--- src/rtl/multicycle_ctrl.sv ---
// multicycle_ctrl: control FSM for a multi-cycle RV32I-subset datapath.
// Sequences fetch/decode/execute/memory/writeback over a shared ALU and a
// unified memory, counts retired instructions and halts on illegal encodings.
module multicycle_ctrl #(
  parameter int CNT_WIDTH = 32
) (
  input  logic                 clk,
  input  logic                 rst,
  input  logic [6:0]           op,
  input  logic [2:0]           funct3,
  input  logic                 funct7_5,
  input  logic                 zero,
  input  logic                 mem_ready,
  output logic                 mem_req,
  output logic                 mem_we,
  output logic                 adr_src,
  output logic                 ir_write,
  output logic                 pc_write,
  output logic                 reg_write,
  output logic [1:0]           alu_src_a,
  output logic [1:0]           alu_src_b,
  output logic [2:0]           alu_ctrl,
  output logic [1:0]           result_src,
  output logic [1:0]           imm_src,
  output logic                 trap,
  output logic [3:0]           state,
  output logic [CNT_WIDTH-1:0] instret
);

  typedef enum logic [3:0] {
    S_FETCH  = 4'd0,
    S_DECODE = 4'd1,
    S_MEMADR = 4'd2,
    S_MEMRD  = 4'd3,
    S_MEMWB  = 4'd4,
    S_MEMWR  = 4'd5,
    S_EXEC_R = 4'd6,
    S_EXEC_I = 4'd7,
    S_ALUWB  = 4'd8,
    S_BRANCH = 4'd9,
    S_TRAP   = 4'd15
  } state_t;

  localparam logic [6:0] OP_LOAD   = 7'b0000011;
  localparam logic [6:0] OP_STORE  = 7'b0100011;
  localparam logic [6:0] OP_RTYPE  = 7'b0110011;
  localparam logic [6:0] OP_ITYPE  = 7'b0010011;
  localparam logic [6:0] OP_BRANCH = 7'b1100011;

  localparam logic [2:0] ALU_ADD = 3'b000;
  localparam logic [2:0] ALU_SUB = 3'b001;
  localparam logic [2:0] ALU_AND = 3'b010;
  localparam logic [2:0] ALU_OR  = 3'b011;
  localparam logic [2:0] ALU_SLT = 3'b101;

  state_t               state_reg;
  state_t               state_next;
  logic                 trap_reg;
  logic [CNT_WIDTH-1:0] instret_reg;
  logic                 retire;

  logic                 funct_ok;
  logic                 is_lw;
  logic                 is_sw;
  logic                 is_r;
  logic                 is_i;
  logic                 is_br;
  logic [2:0]           alu_funct;

  // Instruction classification; op/funct fields are stable from DECODE on.
  always_comb begin
    funct_ok = (funct3 == 3'b000) || (funct3 == 3'b111) ||
               (funct3 == 3'b110) || (funct3 == 3'b010);
    is_lw    = (op == OP_LOAD)  && (funct3 == 3'b010);
    is_sw    = (op == OP_STORE) && (funct3 == 3'b010);
    is_r     = (op == OP_RTYPE) && funct_ok;
    is_i     = (op == OP_ITYPE) && funct_ok;
    is_br    = (op == OP_BRANCH) && (funct3[2:1] == 2'b00);
  end

  // ALU operation from funct3; funct7_5 only selects sub for register-register ops.
  always_comb begin
    alu_funct = ALU_ADD;
    case (funct3)
      3'b000:  alu_funct = (state_reg == S_EXEC_R && funct7_5) ? ALU_SUB : ALU_ADD;
      3'b111:  alu_funct = ALU_AND;
      3'b110:  alu_funct = ALU_OR;
      3'b010:  alu_funct = ALU_SLT;
      default: alu_funct = ALU_ADD;
    endcase
  end

  // Next-state and control outputs; everything forced low while reset is held.
  always_comb begin
    state_next = state_reg;
    mem_req    = 1'b0;
    mem_we     = 1'b0;
    adr_src    = 1'b0;
    ir_write   = 1'b0;
    pc_write   = 1'b0;
    reg_write  = 1'b0;
    alu_src_a  = 2'b00;
    alu_src_b  = 2'b00;
    alu_ctrl   = ALU_ADD;
    result_src = 2'b00;
    imm_src    = 2'b00;
    retire     = 1'b0;
    if (rst) begin
      case (state_reg)
        S_FETCH: begin
          mem_req = 1'b1;
          if (mem_ready) begin
            ir_write   = 1'b1;
            pc_write   = 1'b1;
            alu_src_b  = 2'b10;
            result_src = 2'b10;
            state_next = S_DECODE;
          end
        end
        S_DECODE: begin
          // Branch target computed early so BRANCH only has to compare.
          alu_src_a = 2'b01;
          alu_src_b = 2'b01;
          imm_src   = 2'b10;
          if (is_lw || is_sw) state_next = S_MEMADR;
          else if (is_r)      state_next = S_EXEC_R;
          else if (is_i)      state_next = S_EXEC_I;
          else if (is_br)     state_next = S_BRANCH;
          else                state_next = S_TRAP;
        end
        S_MEMADR: begin
          alu_src_a  = 2'b10;
          alu_src_b  = 2'b01;
          imm_src    = (op == OP_STORE) ? 2'b01 : 2'b00;
          state_next = (op == OP_STORE) ? S_MEMWR : S_MEMRD;
        end
        S_MEMRD: begin
          mem_req = 1'b1;
          adr_src = 1'b1;
          if (mem_ready) state_next = S_MEMWB;
        end
        S_MEMWB: begin
          result_src = 2'b01;
          reg_write  = 1'b1;
          retire     = 1'b1;
          state_next = S_FETCH;
        end
        S_MEMWR: begin
          mem_req = 1'b1;
          mem_we  = 1'b1;
          adr_src = 1'b1;
          if (mem_ready) begin
            retire     = 1'b1;
            state_next = S_FETCH;
          end
        end
        S_EXEC_R: begin
          alu_src_a  = 2'b10;
          alu_src_b  = 2'b00;
          alu_ctrl   = alu_funct;
          state_next = S_ALUWB;
        end
        S_EXEC_I: begin
          alu_src_a  = 2'b10;
          alu_src_b  = 2'b01;
          imm_src    = 2'b00;
          alu_ctrl   = alu_funct;
          state_next = S_ALUWB;
        end
        S_ALUWB: begin
          result_src = 2'b00;
          reg_write  = 1'b1;
          retire     = 1'b1;
          state_next = S_FETCH;
        end
        S_BRANCH: begin
          // funct3[0] distinguishes bne from beq, inverting the taken sense.
          alu_src_a  = 2'b10;
          alu_src_b  = 2'b00;
          alu_ctrl   = ALU_SUB;
          result_src = 2'b00;
          pc_write   = zero ^ funct3[0];
          retire     = 1'b1;
          state_next = S_FETCH;
        end
        S_TRAP: begin
          state_next = S_TRAP;
        end
        default: begin
          state_next = S_TRAP;
        end
      endcase
    end
  end

  // State register.
  always_ff @(posedge clk or negedge rst) begin
    if (!rst) state_reg <= S_FETCH;
    else      state_reg <= state_next;
  end

  // Sticky trap flag, set on the edge that enters TRAP.
  always_ff @(posedge clk or negedge rst) begin
    if (!rst)                         trap_reg <= 1'b0;
    else if (state_next == S_TRAP)    trap_reg <= 1'b1;
  end

  // Retired-instruction counter, wraps naturally.
  always_ff @(posedge clk or negedge rst) begin
    if (!rst)        instret_reg <= '0;
    else if (retire) instret_reg <= instret_reg + CNT_WIDTH'(1);
  end

  assign state   = state_reg;
  assign trap    = trap_reg;
  assign instret = instret_reg;

endmodule

--- config.mk ---
export PLATFORM = sky130hd
export DESIGN_NAME = multicycle_ctrl
export DESIGN_NICKNAME = d
export VERILOG_FILES = /design/src/rtl/multicycle_ctrl.sv
export SDC_FILE = /design/constraint.sdc
export NUM_CORES = 1
export LEC_CHECK = 0
export CORE_MARGIN = 3
export CORE_UTILIZATION = 42
export DETAILED_ROUTE_END_ITERATION = 8
export PLACE_DENSITY = 0.81
export SYNTH_ARGS = -nofsm -noshare
export SYNTH_HDL_FRONTEND = slang
export SYNTH_SLANG_ARGS = --single-unit
--- constraint.sdc ---
create_clock -name clk -period 2.1 [get_ports clk]
set_input_delay 0.63 -clock clk [delete_from_list [all_inputs] [get_ports clk]]
set_output_delay 0.63 -clock clk [all_outputs]
set_load 0.01 [all_outputs]
# Word level (Yosys, flattened, before mapping)
# Index checks and enable logic that the tools add are counted.
[word_totals] inputBits=15 word_cells=82 output_inout_bits=54 reg_bits=37
[op_classes] bitwise_logic=1 mux=39 reduce_logical=20 n_eq_ne=18 addsub=1
[op_table] op="$add A32 B1 Y32 const B" n=1
[op_table] op="$mux W4" n=7
[op_table] op="$pmux W4 S7" n=1
[op_table] op="$eq A4 B3 Y1 const B" n=4
[op_table] op="$pmux W2 S2" n=4
[op_table] op="$mux W1" n=15
[op_table] op="$eq A7 B6 Y1 const B" n=2
[op_table] op="$eq A4 B4 Y1 const B" n=3
[op_table] op="$pmux W3 S4" n=1
[op_table] op="$mux W2" n=5
[op_table] op="$mux W3" n=3
[op_table] op="$reduce_or A3 Y1" n=3
[op_table] op="$eq A4 B2 Y1 const B" n=2
[op_table] op="$eq A7 B2 Y1 const B" n=1
[op_table] op="$eq A7 B5 Y1 const B" n=1
[op_table] op="$eq A7 B7 Y1 const B" n=1
[op_table] op="$eq A3 B3 Y1 const B" n=2
[op_table] op="$logic_and A1 B1 Y1" n=6
[op_table] op="$pmux W3 S2" n=1
[op_table] op="$reduce_or A2 Y1" n=3
[op_table] op="$eq A4 B1 Y1 const B" n=1
[op_table] op="$logic_not A4 Y1" n=1
[op_table] op="$logic_or A1 B1 Y1" n=4
[op_table] op="$pmux W1 S2" n=2
[op_table] op="5 further kinds" n=5

# Logic depth before layout (Yosys ltp)
# Gate-level depths: netlist of the first run.
[depth] depth_word=11 mapped_depth=8 mapped_depth_nobuf=6

# Worst setup path before layout of the first run
# OpenSTA, ideal clock, no wires.
[synth_timing] path_kind="input-to-output" startpoint="input port rst" endpoint="output port pc_write" path_slack_ns=-0.173 path_buffers=1 stages=4 required_time_ns=1.470 arrival_time_ns=1.643 path_cell_list="clkbuf_1 nand2b_1 nor3_1 o21bai_1"
[synth_via] elab_chain_cells=1
[synth_lines] item="from (decl)" line="8" rtl="input logic rst,"
[synth_lines] item="$mux W1" line="108" rtl="if (rst) begin"
[synth_lines] item="to (decl)" line="18" rtl="output logic pc_write,"
# Every way passes these cells.

# Final worst setup path of the first run
[layout_timing] startpoint="input port op[3]" endpoint="output port imm_src[0]"
[layout_via] elab_chain_cells=4
[layout_lines] item="from (decl)" line="9" rtl="input logic [6:0] op,"
[layout_lines] item="$eq A7 B6 Y1" line="134" rtl="imm_src = (op == OP_STORE) ? 2'b01 : 2'b00;"
[layout_lines] item="$mux W1" line="134"
[layout_lines] item="$pmux W2 S2" line="109" rtl="case (state_reg)"
[layout_lines] item="$mux W2" line="108"
[layout_lines] item="to (decl)" line="24" rtl="output logic [1:0] imm_src,"
# Every way passes these cells.

==> results of run 1 <==
-- cells by family after synthesis --
| group | Yosys count | synth area share, % |
|---|---|---|
| AOI/OAI and AO/OA | 24 | 7.12 |
| buffers and inverters | 18 | 3.91 |
| DFF | 37 | 43.2 |
| xor gates and xnor gates | 33 | 14.5 |
| muxes | 3 | 1.46 |
| adders and majority gates | 1 | 0.584 |
| and+or+nand+nor | 108 | 29.2 |
-- through the flow --
| stage | power (mW) | std cells |
|---|---|---|
| 3_5_place_dp | 2.46 | 392 |
| 5_1_grt | 4.06 | 422 |
| 4_1_cts | 3.34 | 411 |
| 6_report | 3.88 | 422 |
| 3_3_place_gp | 2.41 | 392 |
| 2_1_floorplan | 1.58 | 224 |
-- power groups by stage --
stage	clock network, mW	registers (mW)	logic, mW
after floorplan	0	0.934	0.644
after global placement	0	0.922	1.49
after detailed placement	0	0.930	1.53
after CTS	0.644	0.901	1.79
after global routing	0.692	0.925	2.45
final	0.642	0.916	2.32
-- worst register-to-register path: stages, from the launching register on --
cell,delay (ps)
dfrtp_1,400
buf_6,150
buf_6,130
buf_6,120
nor2b_4,130
o21ai_4,180
nand3_2,140
or3_4,370
buf_6,150
nor2_2,80
xor2_1,150
-- timing repair --
item                       in CTS  in global routing
pin swaps                      18                 18
setup endpoints to repair      39                 42
gates resized for setup       142                 55
setup buffers                  12                 12
hold endpoints to repair        0                  0
-- how the worst max path moves through the flow --
stage,start,end,slack [ps]
4_1_cts,op[3],imm_src[0],-220
2_1_floorplan,rst,pc_write,-20
6_report,op[3],imm_src[0],-170
5_1_grt,op[3],imm_src[0],-210
3_5_place_dp,op[2],imm_src[0],-940
3_3_place_gp,op[2],imm_src[0],-920
-- layer usage --
| layer | GRT usage, % | vias up |
|---|---|---|
| met4 | 8.19 | 0 |
| li1 | - | 1023 |
| met3 | 4.87 | 22 |
| met1 | 25.9 | 1092 |
| met5 | 0 | - |
| met2 | 38.5 | 74 |
-- placed cells by master (no fill, tap or decap), drive strengths merged, types with 2 or more instances in the layout --
cell | netlist | routed
nand2 | 21 | 21
a21oi | 9 | 9
o21ai | 4 | 4
dfrtp | 37 | 37
mux2i | 2 | 2
and4 | 2 | 2
nand4 | 5 | 5
nor3b | 2 | 2
clkdlybuf4s50 | 0 | 34
nor3 | 8 | 8
or2 | 4 | 4
dlygate4sd2 | 0 | 10
xnor2 | 24 | 24
nor2b | 5 | 5
nand3 | 13 | 13
clkbuf | 8 | 8
inv | 6 | 6
and3 | 6 | 6
nor2 | 24 | 24
nand2b | 9 | 9
buf | 4 | 88
and2 | 2 | 2
xor2 | 9 | 9
-- cell type report --
type                       instances  area [µm²]
inverter                           6        22.5
tap                               67        83.8
clock buffer                       7        86.3
multi-input combinational        169        1480
timing repair buffer             135        1220
sequential                        37         928
fill                             290         961
clock inverter                     1        30.0
==> results.toml, run 1 <==
[run_status]
status = "complete, but fails checks"
violations = "negative setup slack"

[pwr]
total_leakage_power_nw = 1.80
power_switching_mw = 1.47
cellPowerDensity_mw_per_mm2 = 1010
clockPowerShare_pct = 16.6
swShare_pct = 37.9
power.combinational.fraction_pct = 59.8
sequentialPowerShare_pct = 23.6
internal_power_mw = 2.41
peakVddDrop_v = 0.000983

[sta]
hold_violations = 0
post-route-min-period_ps = 2270
grt_setup_unrepaired = "true"
timing.slew.headroom_pct = 78.5
clock.fmax_mhz = 440
worst-slew-pin-transition_ps = 321
setup_total_neg_slack_ps = -994
holdWs_ps = 345
setup_viol_count_final = 15
final.setup_skew_ps = 5.10
timing.final.ws_setup_ps = -172
min_period_over_period_pct = 108
number_of_pins_with_negative_max_slew_slack_in_the_final_report = 0

[yosys]
synth_sequential_area_ratio_pct = 43.2
synth_flop_cell = "dfrtp_1"
synth.top_cells.by_area = "dfrtp_1 43%, xnor2_1 9.0%, nor2_1 3.7%, nand2_1 3.5%, xor2_1 3.3%"
number_of_enable_type_register_cells_in_the_synthesized_netlist = 0
synth_area_leader_cell = "dfrtp_1"
postSynthAreaPerCell_um2 = 9.57
yosys.area.top_type_share_pct = 43.2
netlist_instances = 224
yosysMostFrequentCell = "dfrtp_1"
synth_top_cells_by_count = "37 x dfrtp_1, 22 x xnor2_1, 21 x nor2_1, 20 x nand2_1, 13 x nand3_1"
netlist-cell-type-count = 54
synthesis.area_mm2 = 0.00214
ys_async_sr_fraction_pct = 100
flop_and_latch_count_out_of_synthesis = 37
yosys_warnings = 0
synth_nets = 240

[global_routing]
groute.usage.overall_pct = 21.9
first_global_vias = 2203
grt_start_max_net_pins = 23
grt_antenna_before_repair = 0
grt_pass1_wl_um = 10400
total_grt_overflow = 0

[die]
fp-row-count = 25
number_of_top_level_pins = 69
fp.dieArea_mm2 = 0.00600
floorplan.initialDensity_pct = 44.5
die_wd_um = 77.4
core_area_mm2 = 0.00482
die_h_um = 77.4

[critical_path]
cp.depth = 5
critical-path-max-stage-delay_ps = 510
reg2reg_to = "instret[24]"
path_max_fanout = 2
crit_chain = "buf_6 -> nand4bb_4 -> or4b_4 -> nor2_4 -> buf_6"
endpoint_kind = "output pin"
cp_num_buf_inv = 2
crit_required_ps = 1470
gate_family_responsible_for_the_most_delay_along_the_worst_path = "simple AND/OR/NAND/NOR gates"
master_of_the_slowest_instance_on_the_critical_path = "or4b_4"
worstRegToRegCells = 10
timing.critical_path.mode_cell = "buf_6"
setup.reg_to_reg.worst_slack_ps = 30
setup.worst_path.start_class = "primary input"
crit-reg2reg-launch = "state[0]"
worstSetupPathType = "in2out"
cp.arrival_ps = 1640

[flow_run]
max_cap_violations = 0

[placement]
placed_area_mm2 = 0.00321
hpwl_um = 4510
place.gp.congestion = 0.819
io_buffer_count = 68
pre_cts_slack_ps = -940

[finish]
largest_register_ff_count = 32
final_core_util_pct = 80.1
diodes = 0
drive_gt1_share_pct = 45.9
flow.area_growth_from_synthesis_pct = 79.9
nets = 370
finalInstanceArea_mm2 = 0.00386

[drt]
ant_nets = 0
routed_wl_um = 7520
remaining_drc_errors = 0
routed-wl-met3_um = 323
wl_per_cell_um = 17.8
via_count = 2211
routedLengthMet1_um = 3040
viasPerCell = 5.24
firstDrtPassIters = 4
drt_iter0_markers = 142
route.top_layer_used = "met4"
routed-wl-met2_um = 3940

[cts]
ctsHtreeMaxLevel = 2
tritoncts = "yes"
clk_pin_slew_worst_paths_ps = 70
clock_latency_of_the_later_clocked_register_in_the_worst_skew_pair_ps = 300
postCtsHoldBufs = 0
numCtsBuffers = 5
clock-sinks = 37
clock_tree_root_buffer_cell = "clkbuf_8"
buffer_levels_on_the_longest_clock_path = 2

[hold_path]
min-delay-path-class = "in2async"
Power figures use the tool's default switching activity.
==> run 2, diff against run 1 <==
Settings changed: CORE_UTILIZATION 42 to 43, CTS_BUF_LIST set to sky130_fd_sc_hd__clkbuf_8, PLACE_DENSITY 0.81 to 0.82.
==> results.toml, run 2 (synthesis gave the netlist of run 1 again) <==
[global_routing]
total_grt_overflow = 0
grt_start_max_net_pins = 24
groute.usage.overall_pct = 19.8
grt_antenna_before_repair = 0
grt_pass1_wl_um = 9450
first_global_vias = 2025

[sta]
final.setup_skew_ps = 11.0
grt_setup_unrepaired = "true"
post-route-min-period_ps = 2270
worst-slew-pin-transition_ps = 319
min_period_over_period_pct = 108
timing.slew.headroom_pct = 78.5
clock.fmax_mhz = 440
timing.final.ws_setup_ps = -174
hold_violations = 0
setup_total_neg_slack_ps = -738
number_of_pins_with_negative_max_slew_slack_in_the_final_report = 0
setup_viol_count_final = 10

[critical_path]
endpoint_kind = "output pin"
worstRegToRegCells = 10
path_max_fanout = 2
worstSetupPathType = "in2out"
crit_required_ps = 1470
cp.arrival_ps = 1640
setup.worst_path.start_class = "primary input"

[die]
floorplan.initialDensity_pct = 44.8
die_wd_um = 76.6
core_area_mm2 = 0.00479
number_of_top_level_pins = 69
fp-row-count = 25
fp.dieArea_mm2 = 0.00587
die_h_um = 76.6

[finish]
largest_register_ff_count = 32
final_core_util_pct = 73.3
mostFrequentLayoutCells = "36 x buf_4, 34 x clkdlybuf4s50_1, 33 x dfrtp_1"
n_fill_cell = 320
drive_gt1_share_pct = 39.1
diodes = 0
nets = 353
mostFrequentLayoutCell = "buf_4"
flow.area_growth_from_synthesis_pct = 63.7

[drt]
drt_iter0_markers = 100
wl_per_cell_um = 14.7
ant_nets = 0
firstDrtPassIters = 4
viasPerCell = 5.05
routed_wl_um = 5960
via_count = 2047
remaining_drc_errors = 0

[run_status]
status = "complete, but fails checks"
violations = "negative setup slack"

[cts]
clock-sinks = 37
ctsHtreeMaxLevel = 2
tritoncts = "yes"
numCtsBuffers = 5
postCtsHoldBufs = 0
clock_tree_root_buffer_cell = "clkbuf_8"
clock_latency_of_the_later_clocked_register_in_the_worst_skew_pair_ps = 300
clk_pin_slew_worst_paths_ps = 80
buffer_levels_on_the_longest_clock_path = 2

[pwr]
peakVddDrop_v = 0.000923
total_leakage_power_nw = 1.63
cellPowerDensity_mw_per_mm2 = 981
power.total_mw = 3.44

[placement]
hpwl_um = 4350
place.gp.congestion = 0.808
io_buffer_count = 68

[flow_run]
max_cap_violations = 0

[hold_path]
min-delay-path-class = "in2async"
run 2: cell count changes in the layout (fill, tap and decap cells not counted), sizes merged:
cell | before | now
clkbuf | 8 | 6
clkdlybuf4s15 | 1 | 0
buf | 88 | 71
clkinv | 0 | 1
dlymetal6s2s | 1 | 2
clkinvlp | 0 | 1
run 2: area by class of cell:
cell class | count | area, µm² | area share [%]
clock buffer | 5 | 68.8 | 1.96
clock inverter | 3 | 46.3 | 1.32
inverter | 6 | 22.5 | 0.642
multi-input combinational | 169 | 1300 | 37.0
sequential | 37 | 931 | 26.5
tap | 67 | 83.8 | 2.39
timing repair buffer | 118 | 1060 | 30.1
run 2: worst paths after layout:
check	startpoint	end	slack [ps]
worst max-delay path	op[2]	imm_src[0]	-170
worst min-delay path	rst	instret[4]	290
worst max register to register	state[2]	instret[12]	20
worst min register to register	instret[31]	instret[31]	470
max in group asynchronous	rst	instret[8]	1620
min in group clk	instret[31]	instret[31]	470
run 2: report_power, final:
part           leakage (nW)  switching, mW  internal [mW]
Sequential            0.475          0.116          0.809
Clock                0.0543          0.268          0.355
Combinational          1.10          0.862           1.03
Total                  1.63           1.25           2.20
run 2: critical path: stages:
cell	delay [ps]
buf_6	90
nand4bb_1	200
or4b_4	530
nor2_4	100
buf_6	100
run 2: routing by layer:
layer  track usage (%)  part of all wire (%)  vias up
met1              23.7                    42     1008
met5                 0                     0        -
met4              4.71                   1.2        0
li1                  -                     -      983
met3              5.79                   4.6        9
met2              34.8                    52       47
run 2: what timing repair did:
item / in CTS / in global routing
resized for setup: 117 / 39
pin swaps: 6 / 12
setup endpoints to repair: 43 / 29
buffers inserted: 2 / 4
run 2: stage by stage:
step / worst slack [ps] / area [µm²] / instances / hold WS (ps)
2_1_floorplan: -15.7 / 2170 / 224 / 334
6_report: -174 / 3510 / 405 / 294
3_3_place_gp: -923 / 3210 / 391 / 454
5_1_grt: -222 / 3510 / 405 / 293
3_5_place_dp: -951 / 3210 / 391 / 463
4_1_cts: -213 / 3370 / 401 / 324
==> run 3, diff against run 2 <==
Settings changed: TNS_END_PERCENT set to 50.
==> results.toml, run 3 (synthesis gave the netlist of run 1 again) <==
[die]
number_of_top_level_pins = 69
floorplan.initialDensity_pct = 44.8
fp-row-count = 25
die_wd_um = 76.6
die_h_um = 76.6
core_area_mm2 = 0.00479
fp.dieArea_mm2 = 0.00587

[cts]
clk_pin_slew_worst_paths_ps = 70
clock_tree_root_buffer_cell = "clkbuf_8"
clock-sinks = 37
numCtsBuffers = 5
clock_latency_of_the_later_clocked_register_in_the_worst_skew_pair_ps = 280
postCtsHoldBufs = 0
buffer_levels_on_the_longest_clock_path = 2
ctsHtreeMaxLevel = 2
tritoncts = "yes"

[critical_path]
crit-reg2reg-launch = "state[2]"
cp.arrival_ps = 1670
endpoint_kind = "output pin"
reg2reg_to = "instret[22]"
worstRegToRegCells = 9
setup.reg_to_reg.worst_slack_ps = 130
setup.worst_path.start_class = "primary input"
path_max_fanout = 2
worstSetupPathType = "in2out"
crit_required_ps = 1470

[global_routing]
first_global_vias = 2094
grt_antenna_before_repair = 0
grt_start_max_net_pins = 23
total_grt_overflow = 0
grt_pass1_wl_um = 9450
groute.usage.overall_pct = 19.9

[pwr]
peakVddDrop_v = 0.00106
cellPowerDensity_mw_per_mm2 = 919
total_leakage_power_nw = 1.63
power.total_mw = 3.19

[run_status]
violations = "negative setup slack"
status = "complete, but fails checks"

[sta]
number_of_pins_with_negative_max_slew_slack_in_the_final_report = 0
timing.final.ws_setup_ps = -200
hold_violations = 0
final.setup_skew_ps = 4.01
min_period_over_period_pct = 110
clock.fmax_mhz = 435
setup_viol_count_final = 2
holdWs_ps = 319
timing.slew.headroom_pct = 81.8
grt_setup_unrepaired = "true"
post-route-min-period_ps = 2300
worst-slew-pin-transition_ps = 272

[placement]
pre_cts_slack_ps = -967
io_buffer_count = 68
hpwl_um = 4290
place.gp.congestion = 0.826

[drt]
viasPerCell = 5.06
remaining_drc_errors = 0
firstDrtPassIters = 4
ant_nets = 0
routed_wl_um = 5940
wl_per_cell_um = 14.5
drt_iter0_markers = 55
via_count = 2069

[finish]
nets = 358
drive_gt1_share_pct = 38.3
diodes = 0
mostFrequentLayoutCells = "45 x buf_4, 34 x dfrtp_1, 34 x clkdlybuf4s50_1"
largest_register_ff_count = 32
flow.area_growth_from_synthesis_pct = 61.9
mostFrequentLayoutCell = "buf_4"

[flow_run]
max_cap_violations = 0

[hold_path]
min-delay-path-class = "in2async"
[run 3: cell count changes in the layout (fill, tap and decap cells not counted), moves of 2 or more]
| cell | before | now |
|---|---|---|
| buf_6 | 19 | 17 |
| buf_2 | 13 | 11 |
| buf_8 | 2 | 0 |
| nor3_2 | 4 | 2 |
| dlygate4sd2_1 | 10 | 8 |
| clkbuf_2 | 1 | 5 |
| buf_4 | 36 | 45 |
[run 3: routing by layer]
metal	vias to the layer above	GRT usage (%)	wire (µm)
met2	69	35.5	3110
met4	0	5.80	140
met3	14	5.08	271
li1	1003	-	-
met5	-	0	0
met1	983	23.4	2420
[run 3: worst max-delay path by stage]
stage	startpoint	end	slack [ps]	cells after the start
6_report	op[0]	imm_src[0]	-200	5
5_1_grt	op[0]	imm_src[0]	-250	5
4_1_cts	op[3]	imm_src[0]	-230	5
3_5_place_dp	op[3]	imm_src[0]	-970	5
3_3_place_gp	op[2]	imm_src[0]	-930	5
2_1_floorplan	rst	pc_write	-50	4
[run 3: cell type report]
type / count / area [µm²]
Clock inverter: 1 / 7.51
Inverter: 6 / 22.5
Tap cell: 67 / 83.8
Timing Repair Buffer: 123 / 1050
Clock buffer: 6 / 82.6
Sequential cell: 37 / 930
Multi-Input combinational cell: 169 / 1290
Fill cell: 356 / 1320
[run 3: metrics by stage]
step | TNS [ps] | std cells | cell area (µm²) | util [%]
after floorplan | -62.7 | 224 | 2160 | -
after global placement | -16830 | 394 | 3210 | 67.1
after detailed placement | -18870 | 394 | 3210 | 67.1
after CTS | -340 | 405 | 3360 | 70.2
after global routing | -839 | 409 | 3470 | 72.5
final | -241 | 409 | 3470 | 72.5
[run 3: timing repair]
action	in CTS	in global routing
endpoints found under the setup margin	42	33
gates resized for setup	108	38
setup buffers	4	6
pin swaps	10	17
[run 3: where the power goes]
group          internal (mW)  leakage, nW  switching (mW)
Combinational          0.948         1.11           0.803
Sequential             0.808        0.477           0.134
Clock                  0.259       0.0433           0.237
Total                   2.01         1.63            1.17
[run 3: worst max-delay path: stages]
cell	delay, ps
clkdlybuf4s15_1	170
nand4bb_1	140
or4b_4	530
nor2_4	100
buf_6	100
